[config.mk]
export PLATFORM = sky130hd
export DESIGN_NAME = factorial_ctrl
export DESIGN_NICKNAME = d
export VERILOG_FILES = /design/src/rtl/factorial_ctrl.sv
export SDC_FILE = /design/constraint.sdc
export NUM_CORES = 1
export LEC_CHECK = 0
export CORE_ASPECT_RATIO = 0.9
export CORE_MARGIN = 4
export CORE_UTILIZATION = 25
export DETAILED_ROUTE_END_ITERATION = 7
export PLACE_DENSITY_LB_ADDON = 0.12
export SYNTH_ARGS = -nofsm -noshare
export SYNTH_HDL_FRONTEND = slang
export SYNTH_SLANG_ARGS = --single-unit
[constraint.sdc]
create_clock -name clk -period 1.8 [get_ports clk]
set_clock_uncertainty 0.2 [all_clocks]
set_input_delay 0.27 -clock clk [delete_from_list [all_inputs] [get_ports clk]]
set_output_delay 0.27 -clock clk [all_outputs]
set_load 0.02 [all_outputs]
[src/rtl/factorial_ctrl.sv]
// ---------------------------------------------------------------------------
// factorial_ctrl
//   Control FSM for the 8-bit factorial datapath. On start it latches n_i and
//   sequences the datapath: it loads the register file (R0 = counter,
//   R1 = product, R2 = constant 1), runs the multiply/decrement loop until the
//   datapath compare flag reports ALU == 1, then loads the output register
//   and pulses done. An operand above N_MAX cannot be represented in 8 bits,
//   so it is answered with done+err immediately and Out is left untouched.
//
// Ports
//   clk      in   1  clock, rising edge
//   rst      in   1  synchronous reset, active-high
//   start    in   1  begin computation (sampled only in IDLE)
//   n_i      in   8  operand, sampled with start
//   compare  in   1  datapath flag, combinational (ALU out == 1)
//   data_o   out  8  immediate data to datapath Data_i
//   IE       out  1  datapath input mux: 1 = data_o, 0 = ALU
//   we       out  1  RF write enable
//   wa       out  2  RF write address
//   rea/reb  out  1  RF read enables A/B
//   raa/rab  out  2  RF read addresses A/B
//   Sel_alu  out  3  ALU operation
//   OE       out  1  output-register load enable
//   busy     out  1  high in every state except IDLE
//   done     out  1  one-cycle pulse, result valid on datapath Out
//   err      out  1  qualifies done: operand too large, Out not updated
// ---------------------------------------------------------------------------
module factorial_ctrl #(
   parameter logic [7:0] N_MAX = 8'd5
) (
   input  logic       clk,
   input  logic       rst,
   input  logic       start,
   input  logic [7:0] n_i,
   input  logic       compare,
   output logic [7:0] data_o,
   output logic       IE,
   output logic       we,
   output logic [1:0] wa,
   output logic       rea,
   output logic       reb,
   output logic [1:0] raa,
   output logic [1:0] rab,
   output logic [2:0] Sel_alu,
   output logic       OE,
   output logic       busy,
   output logic       done,
   output logic       err
);

   // ALU operation codes understood by the datapath.
   typedef enum logic [2:0] {
      OP_ADD  = 3'b000,
      OP_SUB  = 3'b001,
      OP_MUL  = 3'b010,
      OP_PASS = 3'b011
   } alu_op_e;

   // Register-file map.
   localparam logic [1:0] R_CNT  = 2'd0;
   localparam logic [1:0] R_PROD = 2'd1;
   localparam logic [1:0] R_ONE  = 2'd2;

   typedef enum logic [3:0] {
      S_IDLE,
      S_LOAD_N,
      S_LOAD_P,
      S_LOAD_K,
      S_CHECK,
      S_MUL,
      S_DEC,
      S_OUT,
      S_DONE
   } state_e;

   state_e     state_q, state_d;
   logic [7:0] n_q, n_d;
   logic       err_q, err_d;

   always_ff @(posedge clk) begin
      if (rst) begin
         state_q <= S_IDLE;
         n_q     <= 8'd0;
         err_q   <= 1'b0;
      end else begin
         state_q <= state_d;
         n_q     <= n_d;
         err_q   <= err_d;
      end
   end

   // Next state plus Moore output decode. Outputs depend on state_q only,
   // so compare never feeds back combinationally into the datapath controls.
   always_comb begin
      state_d = state_q;
      n_d     = n_q;
      err_d   = err_q;
      data_o  = 8'd0;
      IE      = 1'b0;
      we      = 1'b0;
      wa      = 2'd0;
      rea     = 1'b0;
      reb     = 1'b0;
      raa     = 2'd0;
      rab     = 2'd0;
      Sel_alu = OP_ADD;
      OE      = 1'b0;
      busy    = 1'b1;
      done    = 1'b0;
      err     = 1'b0;

      case (state_q)
         S_IDLE: begin
            busy = 1'b0;
            if (start) begin
               if (n_i > N_MAX) begin
                  err_d   = 1'b1;
                  state_d = S_DONE;
               end else begin
                  n_d     = n_i;
                  err_d   = 1'b0;
                  state_d = S_LOAD_N;
               end
            end
         end
         S_LOAD_N: begin
            IE      = 1'b1;
            data_o  = n_q;
            we      = 1'b1;
            wa      = R_CNT;
            state_d = S_LOAD_P;
         end
         S_LOAD_P: begin
            IE      = 1'b1;
            data_o  = 8'd1;
            we      = 1'b1;
            wa      = R_PROD;
            state_d = S_LOAD_K;
         end
         S_LOAD_K: begin
            IE      = 1'b1;
            data_o  = 8'd1;
            we      = 1'b1;
            wa      = R_ONE;
            state_d = S_CHECK;
         end
         S_CHECK: begin
            // Counter passed through the ALU: 1 means product already final.
            // n == 0 would never reach 1 by decrementing, so it exits here too.
            rea     = 1'b1;
            raa     = R_CNT;
            Sel_alu = OP_PASS;
            state_d = (compare || n_q == 8'd0) ? S_OUT : S_MUL;
         end
         S_MUL: begin
            rea     = 1'b1;
            reb     = 1'b1;
            raa     = R_PROD;
            rab     = R_CNT;
            Sel_alu = OP_MUL;
            we      = 1'b1;
            wa      = R_PROD;
            state_d = S_DEC;
         end
         S_DEC: begin
            // compare looks at the value being written back: new counter == 1.
            rea     = 1'b1;
            reb     = 1'b1;
            raa     = R_CNT;
            rab     = R_ONE;
            Sel_alu = OP_SUB;
            we      = 1'b1;
            wa      = R_CNT;
            state_d = compare ? S_OUT : S_MUL;
         end
         S_OUT: begin
            rea     = 1'b1;
            raa     = R_PROD;
            Sel_alu = OP_PASS;
            OE      = 1'b1;
            state_d = S_DONE;
         end
         S_DONE: begin
            done    = 1'b1;
            err     = err_q;
            state_d = S_IDLE;
         end
         default: begin
            state_d = S_IDLE;
         end
      endcase
   end

endmodule

**Word level (Yosys, flattened, before mapping)**

Index checks and enable logic that the tools add are counted.

- Word-level logic and storage cells: 46
- Register bits: 13
- Output and inout port bits: 25
- Bits of input ports: 12

- Order comparisons: 1
- Eq/ne operators: 9
- Multiplexer cells: 19
- Reduce and logical (&&, ||, !) cells: 13
- Bitwise gates (word level): 1

Operators with widths:

| operator | count |
|---|---|
| 4-bit case mux with 8 select lines | 1 |
| 4-bit by 3-bit == test with 1-bit output, second input constant | 4 |
| 8-bit case mux with 2 select lines | 1 |
| 1-bit 2-to-1 mux | 10 |
| 2-bit OR reduction | 5 |
| 4-bit by 2-bit == test with 1-bit output, second input constant | 2 |
| 8-bit by 3-bit greater-than comparator with 1-bit output, second input constant | 1 |
| 8-bit logical NOT | 1 |
| 4-bit 2-to-1 mux | 2 |
| 2-bit 2-to-1 mux | 3 |
| 2-bit case mux with 3 select lines | 1 |
| 5-bit OR reduction | 1 |
| 4-bit by 1-bit == test with 1-bit output, second input constant | 1 |
| 4-bit == test, second input constant | 1 |
| 4-bit logical NOT | 1 |
| 2-bit case mux with 2 select lines | 1 |
| 4-bit OR reduction | 1 |
| 3-bit AND reduction | 1 |
| 3-bit OR reduction | 1 |
| 2-bit inequality test, second input constant | 1 |
| 2-bit AND reduction | 1 |
| 1-bit logical OR | 1 |
| 1-bit NOT | 1 |

**Depth between registers and ports, before layout**

Gate-level depths: netlist of run 1.

- Depth in word-level cells: 4
- Gate-level depth with buffers: 4

**Least setup slack after synthesis of run 1**

Ideal clock, no wire load.

- Kind: register to output
- Start: reg state_q[1]
- End: out we
- Arrival time: 1,183 ps
- Setup slack: 147 ps
- Path buffers: 1
- Stages on the path, launching flop included: 4
- Data required time: 1,330 ps
- Cells stage by stage: dfxtp_1 -> buf_2 -> nor2_1 -> nor3_1

- Longest elaborated chain between the ends: 3

Ends and longest elaborated chain:

| item | RTL line | RTL |
|---|---|---|
| start: declaration | 76 | `state_e state_q, state_d;` |
| start signal: assignment | 86 | `state_q <= state_d;` |
| 4-bit by 3-bit == test with 1-bit output (tied with other cells) | 112 | `case (state_q)` |
| 5-bit OR reduction (no source line) * | - |  |
| 1-bit 2-to-1 mux * | 112 |  |
| end: declaration | 38 | `output logic we,` |

Every way passes the cells marked *; elsewhere a longest branch is shown, timed or not.

**Final worst setup path of run 1**

- Start: reg state_q[1]
- End: out data_o[2]

- Longest elaborated chain between the ends: 3

Ends and longest elaborated chain:

| item | RTL line | RTL |
|---|---|---|
| 4-bit by 2-bit == test with 1-bit output | 112 |  |
| 2-bit OR reduction (no source line) | - |  |
| 8-bit case mux with 2 select lines * | 112 |  |
| end: declaration | 36 | `output logic [7:0] data_o,` |

Marked as above.

==> impl_metrics.py, run 1 <==
metrics = {
    "synthesis": {
        "synth_top_family_by_area": "simple AND/OR/NAND/NOR gates",
        "yosys.area.top_type": "dfxtp_1",
        "syn_area_per_cell_um2": 8.186,
        "synthArstFlopShare_pct": 0,
        "ys_ff_latch": 13,
        "synth.area.mux_share_pct": 3.902,
        "synth_top_area_share_pct": 33.82,
        "synth-compound-area-share_pct": 11.71,
        "synth_edf_count": 0,
        "synth_cell_types": 30,
        "yosys_warnings": 0,
        "synthesis.area_um2": 769.5,
        "synthSimpleGateAreaFrac_pct": 39.02,
        "ys.flop_type": "dfxtp_1",
        "synthTopCellsByCount": "and2_1, dfxtp_1, nor3_1",
        "synth_adder_area_share_pct": 0,
        "seq_area_frac_synth_pct": 33.82,
        "synth_area_leaders": "dfxtp_1, and2_1, nand2b_1",
        "postSynthCellCount": 94,
        "synthXorXnorAreaFrac_pct": 2.276,
    },
    "pwr": {
        "power_density_nw_per_um2": 451.4,
        "power.leakage_uw": 0.0006006,
        "ir_drop_uv": 174.1,
    },
    "worst_setup_path": {
        "endpoint_kind": "output pin",
        "slowest_stage": "dfxtp_4",
        "crit_path_max_fanout": 6,
        "required_ns": 1.33,
        "cp-start-kind": "flip-flop",
        "critPathKind": "flip-flop to output pin",
        "cp_common_cell": "buf_4",
        "crit_chain": "nor4_2 > buf_4 > buf_4 > and2_1 > buf_6",
        "critPathArrivalTime_ns": 1.41,
        "max_stage_delay_ns": 0.37,
    },
    "grt": {
        "grt_max_degree": 11,
        "grt_pass1_wl_um": 3615,
        "grt_pass1_vias": 833,
        "grt_use_total_pct": 11.55,
        "grt_overflow": 0,
        "grt_antenna_before_repair": 0,
    },
    "timing": {
        "setup_slack_ns": -0.07679,
        "rsz0062_at_grt": "yes",
        "fin_crit_ns": 1.877,
        "drv_slew": 0,
        "max_freq_mhz": 532.8,
        "setup_viol": 5,
        "hold_violations": 0,
        "fin_tns_setup_ns": -0.3325,
        "min_period_over_period_pct": 104.3,
    },
    "clocking": {
        "clock_latency_ns": 0.28,
        "clockBufferDepth": 2,
        "cts_hold_buffers": 0,
        "cts_tree": "yes",
        "clock_sinks": 13,
        "htreeDepth": 1,
        "clock-root-buffer": "clkbuf_4",
        "clkTransAtPathRegs_ns": 0.09,
        "cts_inserted_buffers": 3,
    },
    "routing": {
        "drt_pass1_iterations": 4,
        "via_count": 831,
        "ant_nets": 0,
        "via_per_inst": 4.420,
        "drc": 0,
        "drt-wirelength-per-cell_um": 11.52,
        "first_iter_violations": 21,
        "wirelength_um": 2166,
    },
    "run_status": {
        "violations": "negative setup slack",
        "status": "complete, but fails checks",
    },
    "die": {
        "die_h_um": 60.63,
        "initial_core_util_pct": 27.12,
        "chipWidth_um": 66.48,
        "boundaryPins": 37,
        "fp.coreArea_um2": 2838,
        "rows": 18,
        "dieArea_um2": 4031,
    },
    "cells_and_area": {
        "layout.cells.non_filler": 188,
        "antennaDiodeCount": 0,
        "drive_above_1_share_pct": 42.57,
        "fin_nets": 161,
        "syn_to_final_growth_pct": 70.89,
        "final_util_pct": 46.34,
    },
    "flow_run": {
        "drv_cap": 0,
    },
    "min_path": {
        "min_path_type": "flip-flop to flip-flop",
    },
    "placed_design": {
        "io_buffer_count": 33,
        "dp_hpwl_um": 1681,
        "dpl.cell_count": 179,
        "gp_congestion": 0.7706,
    },
}
-- layer usage --
layer | track usage, % | part of all wire (%) | vias up
li1 | - | - | 433
met1 | 15.06 | 45 | 370
met2 | 18.53 | 47 | 26
met3 | 2.963 | 7.0 | 2
met4 | 4.348 | 0.83 | 0
met5 | 0 | 0 | -
-- cells by family (layout without fill, tap and decap cells) --
family / after synthesis / after routing
AO/OA/AOI/OAI: 13 / 13
XOR/XNOR: 2 / 2
buffers and inverters: 13 / 65
flip-flops: 13 / 13
multiplexers: 3 / 3
other: 1 / 3
AND/OR/NAND/NOR: 49 / 49
-- where the power goes --
part	total, uW	switching [uW]	internal (uW)
combinational	114	51.4	62.7
clock	186	104	82.4
sequential	293	3.61	289
-- flip-flops by register name (all words and copies together) (netlist names) --
signal and flops:
state_q 4, n_q 8, err_q 1
-- critical path: cells and delay by family (launching register included) --
family	cells	cell delay, ns
and+or+nand+nor	2	0.37
buffers and inverters	3	0.39
DFF	1	0.37
-- cells in the final DEF, fill, tap and decap left out, types with 2 or more instances in the layout --
| cell | n |
|---|---|
| nand2b_1 | 6 |
| xnor2_1 | 2 |
| buf_4 | 27 |
| clkbuf_4 | 3 |
| nor2_1 | 6 |
| nor3_2 | 2 |
| a21oi_1 | 5 |
| mux2i_1 | 3 |
| dfxtp_4 | 2 |
| clkbuf_2 | 3 |
| buf_6 | 8 |
| buf_2 | 6 |
| nor3_1 | 6 |
| nor4_1 | 4 |
| dfxtp_2 | 2 |
| and2_1 | 13 |
| dfxtp_1 | 9 |
| conb_1 | 3 |
| inv_1 | 4 |
| and3_1 | 2 |
| clkdlybuf4s50_1 | 11 |
-- timing repair --
action	4_1_cts	5_1_grt
setup buffers	5	0
resized for setup	97	21
hold endpoints to repair	0	0
pin swaps	1	3
setup endpoints to repair	22	25
-- cell type report --
cell class	instances	area, um2
Timing Repair Buffer	57	466.7
Fill cell	309	1523
Sequential cell	13	270.3
Inverter	4	15.01
Multi-Input combinational cell	70	485.5
Clock inverter	1	5.005
Tap cell	40	50.05
Clock buffer	3	22.52
-- metrics by stage --
stage	power [uW]	worst slack, ns	cell area [um2]	hold WS [ns]
2_1_floorplan	352.2	0.1465	777.0	0.2256
3_5_place_dp	409.3	-0.1757	1247	0.2747
6_report	593.7	-0.07679	1315	0.2908
4_1_cts	598.9	-0.08840	1319	0.2972
5_1_grt	620.8	-0.1629	1315	0.3048
3_3_place_gp	408.3	-0.1634	1247	0.2639
-- path summary, 6_finish.rpt --
check,from,to,slack [ns],cells past startpoint
max,state_q[1],data_o[2],-0.08,5
min,n_q[3],n_q[3],0.29,1
max reg2reg,state_q[3],state_q[3],0.02,7
min reg2reg,n_q[3],n_q[3],0.29,1
(Power assumes the default switching activity.)
==> inputs of run 2 (changes only) <==
--- a/config.mk
+++ b/config.mk
@@ -8,7 +8,9 @@
 export CORE_ASPECT_RATIO = 0.9
 export CORE_MARGIN = 4
 export CORE_UTILIZATION = 25
+export CTS_CLUSTER_DIAMETER = 50
 export DETAILED_ROUTE_END_ITERATION = 7
+export GPL_TIMING_DRIVEN = 0
 export PLACE_DENSITY_LB_ADDON = 0.12
 export SYNTH_ARGS = -nofsm -noshare
 export SYNTH_HDL_FRONTEND = slang
==> impl_metrics.py, run 2 (synthesis gave the netlist of run 1 again) <==
metrics = {
    "clocking": {
        "cts_hold_buffers": 0,
        "clock_sinks": 13,
        "clock_latency_ns": 0.28,
        "clock-root-buffer": "clkbuf_4",
        "cts_tree": "yes",
        "clockBufferDepth": 2,
        "htreeDepth": 1,
        "cts_inserted_buffers": 3,
        "clkTransAtPathRegs_ns": 0.09,
    },
    "routing": {
        "wirelength_um": 2261,
        "drt_pass1_iterations": 4,
        "via_count": 837,
        "first_iter_violations": 10,
        "drc": 0,
        "via_per_inst": 4.476,
        "ant_nets": 0,
        "drt-wirelength-per-cell_um": 12.09,
    },
    "worst_setup_path": {
        "endpoint_kind": "output pin",
        "critPathArrivalTime_ns": 1.46,
        "crit_chain": "buf_8 > nor4_4 > buf_4 > and2_4 > buf_6",
        "max_stage_delay_ns": 0.36,
        "required_ns": 1.33,
        "critPathKind": "flip-flop to output pin",
        "cp_num_buf_inv": 3,
        "crit_path_max_fanout": 4,
        "slowest_stage": "dfxtp_4",
        "path_delay_family": "buffers and inverters",
        "cp-start-kind": "flip-flop",
    },
    "pwr": {
        "power.leakage_uw": 0.0006411,
        "finalPower_uw": 589.3,
        "power_density_nw_per_um2": 403.6,
        "ir_drop_uv": 198.1,
    },
    "die": {
        "fp.coreArea_um2": 2838,
        "boundaryPins": 37,
        "die_h_um": 60.63,
        "initial_core_util_pct": 27.12,
        "dieArea_um2": 4031,
        "chipWidth_um": 66.48,
        "rows": 18,
    },
    "placed_design": {
        "dp_hpwl_um": 1558,
        "io_buffer_count": 33,
        "gp_congestion": 0.7592,
    },
    "cells_and_area": {
        "fin_nets": 160,
        "drive_above_1_share_pct": 52.38,
        "layout_commonest_cell": "buf_4",
        "final_util_pct": 51.46,
        "largest_reg_flops": 8,
        "top_register": "n_q",
        "syn_to_final_growth_pct": 89.76,
        "reg.largest.list": "n_q: 8 flops, state_q: 4 flops, err_q: 1 flops",
        "antennaDiodeCount": 0,
        "final_cell_mix": "buf_4, buf_6, clkdlybuf4s50_1",
    },
    "grt": {
        "grt_max_degree": 11,
        "grt_pass1_vias": 799,
        "grt_use_total_pct": 11.01,
        "grt_overflow": 0,
        "grt_pass1_wl_um": 3408,
        "grt_antenna_before_repair": 0,
    },
    "min_path": {
        "min_path_type": "flip-flop to flip-flop",
    },
    "run_status": {
        "violations": "negative setup slack",
        "status": "complete, but fails checks",
    },
    "flow_run": {
        "drv_cap": 0,
    },
    "timing": {
        "setup_viol": 11,
        "fin_crit_ns": 1.927,
        "hold_violations": 0,
        "max_freq_mhz": 518.9,
        "min_period_over_period_pct": 107.1,
        "setup_slack_ns": -0.1272,
        "rsz0062_at_grt": "yes",
        "drv_slew": 0,
    },
}
==> run 2: changes by cell type in the layout (fill, tap and decap cells not counted), sizes merged <==
cell,delta
buf,+1
clkbuf,-1
dlygate4sd2,-1
==> run 2: per-stage QoR <==
step / setup slack, ns / cell area, um2 / hold WS [ns] / TNS [ns] / std cells
3_3_place_gp: -0.5428 / 1157 / 0.2648 / -6.805 / 169
2_1_floorplan: 0.1465 / 777.0 / 0.2256 / 0 / 96
6_report: -0.1272 / 1460 / 0.2839 / -0.8008 / 187
4_1_cts: -0.2073 / 1267 / 0.2908 / -1.160 / 178
5_1_grt: -0.2347 / 1460 / 0.3049 / -2.088 / 187
3_5_place_dp: -0.5483 / 1157 / 0.2692 / -7.003 / 169
==> run 2: path summary, 6_finish.rpt <==
| kind | start | endpoint | slack (ns) | cells past startpoint |
|---|---|---|---|---|
| max | state_q[2] | data_o[2] | -0.13 | 5 |
| min | n_q[7] | n_q[7] | 0.28 | 1 |
| max reg2reg | state_q[2] | n_q[1] | 0.04 | 6 |
| min reg2reg | n_q[7] | n_q[7] | 0.28 | 1 |
==> run 2: worst register-to-register path: cells and delay by family (launching register included) <==
family	cells	cell delay, ns
flip-flops	1	0.36
buffers and inverters	3	0.45
AND/OR/NAND/NOR	2	0.51
multiplexers	1	0.17
==> run 2: power by group <==
group	total [uW]	switching [uW]	internal, uW
clock	184	102	82.2
sequential	294	5.84	288
combinational	111	49.6	61.9
total	589	157	432
==> run 2: layer usage <==
layer	global-route usage [%]	wire length, um
met1	14.17	992
met2	17.26	1075
met3	3.519	178
met4	4.348	14
met5	0	0
==> run 2: what timing repair did <==
| item | CTS | global route |
|---|---|---|
| buffers inserted | 5 | 8 |
| endpoints found under the setup margin | 22 | 20 |
| resized for setup | 130 | 36 |
| cloned | 0 | 1 |
| pin swaps | 7 | 8 |
==> run 2: final cells by class <==
type | instances | area, um2
clock buffers | 3 | 22.52
clock inverters | 1 | 5.005
multi-input cells | 70 | 564.3
flip-flops and latches | 13 | 272.8
fillers | 293 | 1378
inverters | 4 | 22.52
well taps | 40 | 50.05
repair buffers | 47 | 439.2
plain buffers | 9 | 83.83
